===== src/rtl/ofs_plat_ccip_wr_rsp_gen.sv =====
// CCI-P channel-1 write response generator: assembles write packets, queues completions
// with a timestamp and answers them LATENCY cycles later. Define OFS_PLAT_CCIP_WR_RSP_REORDER_EN for a parked reorder slot.
module ofs_plat_ccip_wr_rsp_gen #(
  parameter int DEPTH              = 64,
  parameter int LATENCY            = 16,
  parameter int ALM_FULL_THRESHOLD = 8,
  parameter int MDATA_WIDTH        = 16
) (
  input  logic                   clk,
  input  logic                   reset,
  input  logic                   tx_valid,
  input  logic                   tx_is_fence,
  input  logic                   tx_sop,
  input  logic [1:0]             tx_cl_len,
  input  logic [MDATA_WIDTH-1:0] tx_mdata,
  output logic                   alm_full,
  output logic                   rsp_valid,
  output logic                   rsp_is_fence,
  output logic                   rsp_format,
  output logic [1:0]             rsp_cl_num,
  output logic [MDATA_WIDTH-1:0] rsp_mdata,
  output logic                   err
);
  localparam int AW = $clog2(DEPTH);
  localparam logic [7:0]    LAT8     = 8'(LATENCY);
  localparam logic [AW:0]   FULL_CNT = (AW+1)'(DEPTH);
  localparam logic [AW+1:0] AF_LEVEL = (AW+2)'(DEPTH - ALM_FULL_THRESHOLD);

  typedef enum logic {S_IDLE, S_COLLECT} state_t;
  typedef struct packed {
    logic                   fence;
    logic [1:0]             cl_num;
    logic [MDATA_WIDTH-1:0] mdata;
    logic [7:0]             ts;
  } entry_t;

  state_t state_q, state_d;
  logic [1:0] remaining_q, remaining_d, cl_len_q, cl_len_d;
  logic [MDATA_WIDTH-1:0] mdata_q, mdata_d;
  logic [7:0] ts_q, ts_d;
  logic [AW-1:0] wr_ptr_q, wr_ptr_d, rd_ptr_q, rd_ptr_d;
  logic [AW:0] count_q, count_d;
  logic alm_full_q, alm_full_d, err_q, err_d;
  logic rsp_valid_q, rsp_valid_d, rsp_is_fence_q, rsp_is_fence_d, rsp_format_q, rsp_format_d;
  logic [1:0] rsp_cl_num_q, rsp_cl_num_d;
  logic [MDATA_WIDTH-1:0] rsp_mdata_q, rsp_mdata_d;
  entry_t mem_q [DEPTH];

  logic proto_err, cpl, push, pop, drop, head_elig, emit, emit_fence;
  logic [1:0] emit_cl_num;
  logic [MDATA_WIDTH-1:0] emit_mdata;
  logic [7:0] elapsed;
  logic [AW+1:0] used;
  entry_t cpl_entry, head;

`ifdef OFS_PLAT_CCIP_WR_RSP_REORDER_EN
  logic [15:0] lfsr_q, lfsr_d;
  logic park_valid_q, park_valid_d;
  logic [2:0] park_age_q, park_age_d;
  logic [1:0] park_cl_num_q, park_cl_num_d;
  logic [MDATA_WIDTH-1:0] park_mdata_q, park_mdata_d;
`endif

  // Packet assembler; illegal beats are dropped without touching assembler state.
  always_comb begin
    state_d     = state_q;
    remaining_d = remaining_q;
    cl_len_d    = cl_len_q;
    mdata_d     = mdata_q;
    proto_err   = 1'b0;
    cpl         = 1'b0;
    cpl_entry   = '0;
    if (tx_valid) begin
      if (tx_is_fence) begin
        if (state_q == S_IDLE) begin
          cpl             = 1'b1;
          cpl_entry.fence = 1'b1;
          cpl_entry.mdata = tx_mdata;
          cpl_entry.ts    = ts_q;
        end else begin
          proto_err = 1'b1;
        end
      end else if (tx_sop) begin
        if (state_q == S_COLLECT) begin
          proto_err = 1'b1;
        end else if (tx_cl_len == 2'd0) begin
          cpl             = 1'b1;
          cpl_entry.mdata = tx_mdata;
          cpl_entry.ts    = ts_q;
        end else begin
          remaining_d = tx_cl_len;
          cl_len_d    = tx_cl_len;
          mdata_d     = tx_mdata;
          state_d     = S_COLLECT;
        end
      end else if (state_q == S_IDLE) begin
        proto_err = 1'b1;
      end else begin
        remaining_d = remaining_q - 2'd1;
        if (remaining_q == 2'd1) begin
          cpl              = 1'b1;
          cpl_entry.cl_num = cl_len_q;
          cpl_entry.mdata  = mdata_q;
          cpl_entry.ts     = ts_q;
          state_d          = S_IDLE;
        end
      end
    end
  end

  // Response selection, FIFO bookkeeping and registered outputs.
  always_comb begin
    ts_d      = ts_q + 8'd1;
    head      = mem_q[rd_ptr_q];
    elapsed   = ts_q - head.ts;
    head_elig = (count_q != '0) && (elapsed >= LAT8);
    pop         = 1'b0;
    emit        = 1'b0;
    emit_fence  = 1'b0;
    emit_cl_num = '0;
    emit_mdata  = '0;
`ifdef OFS_PLAT_CCIP_WR_RSP_REORDER_EN
    lfsr_d        = {lfsr_q[0] ^ lfsr_q[2] ^ lfsr_q[3] ^ lfsr_q[5], lfsr_q[15:1]};
    park_valid_d  = park_valid_q;
    park_cl_num_d = park_cl_num_q;
    park_mdata_d  = park_mdata_q;
    park_age_d    = (park_valid_q && park_age_q != 3'd7) ? park_age_q + 3'd1 : park_age_q;
    // A parked write must leave before any fence behind it can be answered.
    if (park_valid_q && (((count_q != '0) && head.fence) || park_age_q == 3'd7)) begin
      emit         = 1'b1;
      emit_cl_num  = park_cl_num_q;
      emit_mdata   = park_mdata_q;
      park_valid_d = 1'b0;
    end else if (head_elig) begin
      pop = 1'b1;
      if (!head.fence && !park_valid_q && lfsr_q[0]) begin
        park_valid_d  = 1'b1;
        park_cl_num_d = head.cl_num;
        park_mdata_d  = head.mdata;
        park_age_d    = '0;
      end else begin
        emit        = 1'b1;
        emit_fence  = head.fence;
        emit_cl_num = head.cl_num;
        emit_mdata  = head.mdata;
      end
    end else if (park_valid_q) begin
      emit         = 1'b1;
      emit_cl_num  = park_cl_num_q;
      emit_mdata   = park_mdata_q;
      park_valid_d = 1'b0;
    end
`else
    if (head_elig) begin
      pop         = 1'b1;
      emit        = 1'b1;
      emit_fence  = head.fence;
      emit_cl_num = head.cl_num;
      emit_mdata  = head.mdata;
    end
`endif
    // A same-cycle dequeue frees the slot before the full check.
    push     = cpl && ((count_q != FULL_CNT) || pop);
    drop     = cpl && !push;
    wr_ptr_d = push ? wr_ptr_q + AW'(1) : wr_ptr_q;
    rd_ptr_d = pop ? rd_ptr_q + AW'(1) : rd_ptr_q;
    count_d  = count_q;
    if (push && !pop)      count_d = count_q + (AW+1)'(1);
    else if (pop && !push) count_d = count_q - (AW+1)'(1);
    used       = {1'b0, count_d} + (AW+2)'(state_d == S_COLLECT);
    alm_full_d = (used >= AF_LEVEL);
    err_d      = err_q | proto_err | drop;
    rsp_valid_d    = emit;
    rsp_is_fence_d = emit_fence;
    rsp_format_d   = emit;
    rsp_cl_num_d   = emit_cl_num;
    rsp_mdata_d    = emit_mdata;
  end

  always_ff @(posedge clk) begin
    if (push) mem_q[wr_ptr_q] <= cpl_entry;
  end

  always_ff @(posedge clk) begin
    if (reset) begin
      state_q        <= S_IDLE;
      remaining_q    <= '0;
      cl_len_q       <= '0;
      mdata_q        <= '0;
      ts_q           <= '0;
      wr_ptr_q       <= '0;
      rd_ptr_q       <= '0;
      count_q        <= '0;
      alm_full_q     <= 1'b1;
      err_q          <= 1'b0;
      rsp_valid_q    <= 1'b0;
      rsp_is_fence_q <= 1'b0;
      rsp_format_q   <= 1'b0;
      rsp_cl_num_q   <= '0;
      rsp_mdata_q    <= '0;
`ifdef OFS_PLAT_CCIP_WR_RSP_REORDER_EN
      lfsr_q         <= 16'hACE1;
      park_valid_q   <= 1'b0;
      park_age_q     <= '0;
      park_cl_num_q  <= '0;
      park_mdata_q   <= '0;
`endif
    end else begin
      state_q        <= state_d;
      remaining_q    <= remaining_d;
      cl_len_q       <= cl_len_d;
      mdata_q        <= mdata_d;
      ts_q           <= ts_d;
      wr_ptr_q       <= wr_ptr_d;
      rd_ptr_q       <= rd_ptr_d;
      count_q        <= count_d;
      alm_full_q     <= alm_full_d;
      err_q          <= err_d;
      rsp_valid_q    <= rsp_valid_d;
      rsp_is_fence_q <= rsp_is_fence_d;
      rsp_format_q   <= rsp_format_d;
      rsp_cl_num_q   <= rsp_cl_num_d;
      rsp_mdata_q    <= rsp_mdata_d;
`ifdef OFS_PLAT_CCIP_WR_RSP_REORDER_EN
      lfsr_q         <= lfsr_d;
      park_valid_q   <= park_valid_d;
      park_age_q     <= park_age_d;
      park_cl_num_q  <= park_cl_num_d;
      park_mdata_q   <= park_mdata_d;
`endif
    end
  end

  assign alm_full     = alm_full_q;
  assign err          = err_q;
  assign rsp_valid    = rsp_valid_q;
  assign rsp_is_fence = rsp_is_fence_q;
  assign rsp_format   = rsp_format_q;
  assign rsp_cl_num   = rsp_cl_num_q;
  assign rsp_mdata    = rsp_mdata_q;
endmodule


===== config.mk =====
export PLATFORM = sky130hd
export DESIGN_NAME = ofs_plat_ccip_wr_rsp_gen
export DESIGN_NICKNAME = d
export VERILOG_FILES = /design/src/rtl/ofs_plat_ccip_wr_rsp_gen.sv
export SDC_FILE = /design/constraint.sdc
export NUM_CORES = 2
export LEC_CHECK = 0
export CAP_MARGIN = 40
export CORE_AREA = 2 2 299 448
export CTS_CLUSTER_DIAMETER = 200
export DETAILED_ROUTE_END_ITERATION = 16
export DIE_AREA = 0 0 301 450
export PLACE_DENSITY = 0.65
export SLEW_MARGIN = 20
export SYNTH_ARGS = -nofsm -noshare
export SYNTH_HDL_FRONTEND = slang
export SYNTH_SLANG_ARGS = --single-unit

===== constraint.sdc =====
create_clock -name clk -period 20.2 [get_ports clk]
set_clock_uncertainty 0.15 [all_clocks]
set_input_delay 6.06 -clock clk [delete_from_list [all_inputs] [get_ports clk]]
set_output_delay 6.06 -clock clk [all_outputs]
set_load 0.03 [all_outputs]

==> metrics.md <==
| Metric | Value |
|---|---|
| Outcome | finished clean |
| Synth cell types | 64 |
| Yosys warning total | 0 |
| Most frequent cells in the layout | 1728 x edfxtp_1, 559 x mux4_2, 163 x clkbuf_16 |
| Met2 Routed Length | 89.80 mm |
| I/O Buffers | 45 |
| Min-Delay Path Class | reg -> reg |
| DRT antenna net count | 0 |
| Core Area | 131500 um2 |
| Post-Syn Area per Cell | 23.39 um2 |
| Sequential area share after synthesis | 0.7713 |
| Hold buffers post-CTS | 0 |
| Power Total | 0.008928 W |
| Clock latency at the later pin of the worst-skew pair | 0.79 ns |
| Starting density of the core | 0.5264 |
| Standard-cell rows | 163 |
| Chip Width | 301 um |
| Number of fill cells | 8846 |
| XOR/XNOR Fraction of Synth Area | 0.002927 |
| Final worst-path cycle share | 0.4880 |
| Final count of hold timing violations | 0 |
| Clock transition at path regs | 0.06 ns |
| R2r setup slk | 11.48 ns |
| Final setup fails | 0 |
| Worst Max-Slew Pin Slew | 1.048 ns |
| Slew HR | 0.3015 |
| CTS tree | built |
| Most used DFF post-synth | edfxtp_1 |
| Final std cells w/o fill | 5012 |
| Synth area leaders | edfxtp_1 75%, mux4_2 18%, dfxtp_1 2.2% |
| Total GRT Usage | 0.2656 |
| Routed WL per cell | 35.32 um |
| Mux cell area share after synthesis | 0.1842 |
| Share of post-route cells with drive strength above 1 | 0.3190 |
| Adder-Cell Fraction of Synth Area | 0.002891 |
| Compound-gate portion of the synthesized area | 0.008655 |
| Synth area leader | edfxtp_1 |
| Final HPWL DP | 110.3 mm |
| Grt ovf | 0 |
| 1st-pass router iterations | 6 |
| DRC Markers | 0 |
| Worst R2R End | mem_q[27][17]$_DFFE_PP_ |
| Simple-gate share of the synthesized area | 0.01989 |
| WL met3 | 13.22 mm |
| Pwr/cell area | 112.2 nW/um2 |
| H-Tree Level Count | 4 |
| Arrival time at the worst endpoint | 10.11 ns |
| # resized after CTS | 0 |
| Critical Path Slowest Stage Cell | clkdlybuf4s50_1 |
| CP max FO | 27 |
| Mapped Nets | 3000 |
| Path type of the worst setup path | in -> reg |
| Die area | 135500 um2 |
| GP Congestion | 0.8802 |
| Initial antenna violation count | 11 |
| Leak Pwr | 25.29 nW |
| Post-synth top area share | 0.7493 |
| # Post-CTS Setup Buffers | 0 |
| Layout area overhead | 14.92% |
| Vias per cell | 6.493 |
| CP Cell Sequence | clkdlybuf4s50_1, nor3b_1, o21a_1, o21ai_1, a31oi_4, and2b_1, nand3_2, buf_16, nor2_4 |
| First-pass GRT wire length | 248.6 mm |
| CP peak stage delay | 0.66 ns |
| RSZ-0062 raised after global routing | false |
| VDD IR max | 89.75 uV |
| Final max-slew violation count | 0 |
| Met1 Wirelength | 64.72 mm |
| Critical Path RT | 20.45 ns |
| Final WS setup | 10.34 ns |
| Yosys reg bits | 1804 |
| Initial DRC Count | 4516 |
| Nets | 3194 |
| Largest net degree at the start of global routing | 122 |
| Fin area | 79580 um2 |
| CTS Root Buffer Type | clkbuf_16 |
| Max capacitance violation total | 0 |
| Placed cells | 4665 |
| HP Start | cl_len_q[0]$_SDFFE_PP0P_ |
| CTS max path bufs | 3 |
| Crit. End Element | flop |
| Clk sink count | 1804 |
| Syn Std Cell Area | 69250 um2 |
| Worst reg-to-reg path cell count | 21 |
| Vias post-DR | 32545 |
| Minimum clock period | 9.857 ns |
| EDFF count, synth | 1728 |
| Highest Signal Layer | met5 |
| Hold Crit Endpoint | cl_len_q[0]$_SDFFE_PP0P_ |
| Mapped Cells | 2961 |
| Final wirelength | 177.0 mm |
| Hold depth | 2 |
| Vias in the first global route | 32564 |
| Worst slack at placement | 9.501 ns |
| Clock buffer count from CTS | 160 |
| Largest family of logic cells by synthesized area | multiplexers |
| Die height | 450 um |
| Fin Setup TNS | 0 ns |
| Most common cell after layout, fill and taps aside | edfxtp_1 |
| Ports | 46 |
| Placed cell area | 73110 um2 |
| Fraction of registers with async set/reset | 0 |
| Crit start category | input pin |
| Max Fclk | 101.5 MHz |
-- stage by stage --
step | util | hold WS (ns)
final | 0.6050 | 0.3107
after global routing | 0.6049 | 0.3244
after CTS | 0.5950 | 0.3144
after detailed placement | 0.5558 | 0.3027
after global placement | 0.5495 | 0.2892
after floorplan | - | 0.2756
-- registers in the layout, indices dropped and copies added, names as in the netlist, 2 cells and up, named ones only --
register	cells
remaining_q	2
count_q	7
rd_ptr_q	6
mem_q	1728
wr_ptr_q	6
mdata_q	16
cl_len_q	2
rsp_cl_num	2
rsp_mdata	16
ts_q	8
-- cells in the mapped netlist, drive strengths merged (5+ instances only) --
cell	instances
dfxtp	76
a21oi	30
mux4	559
nand3	11
o21ai	16
mux2	5
mux2i	11
a22oi	16
and3	6
xnor2	8
ha	16
inv	14
buf	58
and2	11
nor2	109
xor2	13
nand3b	5
nor2b	46
or3	6
clkbuf	101
or2	5
nand2	59
edfxtp	1728
-- how the worst max path moves through the flow --
stage                     startpoint                 endpoint  slack (ns)
after CTS                     tx_sop  mem_q[61][25]$_DFFE_PP_       10.35
after global routing          tx_sop  mem_q[27][19]$_DFFE_PP_       10.17
after floorplan               tx_sop   mem_q[0][14]$_DFFE_PP_       10.87
after global placement        tx_sop  mem_q[43][10]$_DFFE_PP_        9.41
final                         tx_sop  mem_q[27][17]$_DFFE_PP_       10.34
after detailed placement      tx_sop   mem_q[61][0]$_DFFE_PP_        9.50
-- metal layers --
| layer | track usage | vias to the layer above |
|---|---|---|
| met5 | 0 | - |
| met4 | 0.1166 | 4 |
| met3 | 0.03721 | 304 |
| met2 | 0.4404 | 1637 |
| met1 | 0.3545 | 17635 |
| li1 | - | 12965 |
-- layout make-up --
cell class                 count  area (um2)  area share
antenna                        1       2.502  0.00003145
clock buffer                 195        4279     0.05377
clock inverter                91       875.8     0.01101
inverter                      14       52.55   0.0006603
multi-input combinational    984       15760      0.1981
sequential                  1804       53430      0.6714
tap                         1732        2167     0.02723
timing repair buffer         191        3012     0.03784
-- where the power goes --
part / switching, W / internal (W) / total, W
clock: 0.00131 / 0.00171 / 0.00302
sequential: 0.0000411 / 0.00411 / 0.00415
combinational: 0.000989 / 0.000767 / 0.00176
total: 0.00234 / 0.00659 / 0.00893
-- critical path: cells and delay by family --
kind / cells / cell delay (ns)
compound gates: 3 / 1.49
buf+inv: 2 / 0.98
simple gates: 4 / 1.53
-- kinds of logic (layout without fill, tap and decap cells) --
group / count (synthesis) / in the layout
other: 0 / 1
muxes: 575 / 575
adders and majority gates: 16 / 16
and+or+nand+nor: 282 / 282
AOI/OAI and AO/OA: 90 / 90
xor gates and xnor gates: 21 / 21
buffers and inverters: 173 / 491
DFF: 1804 / 1804
Power figures use the tool's default switching activity.
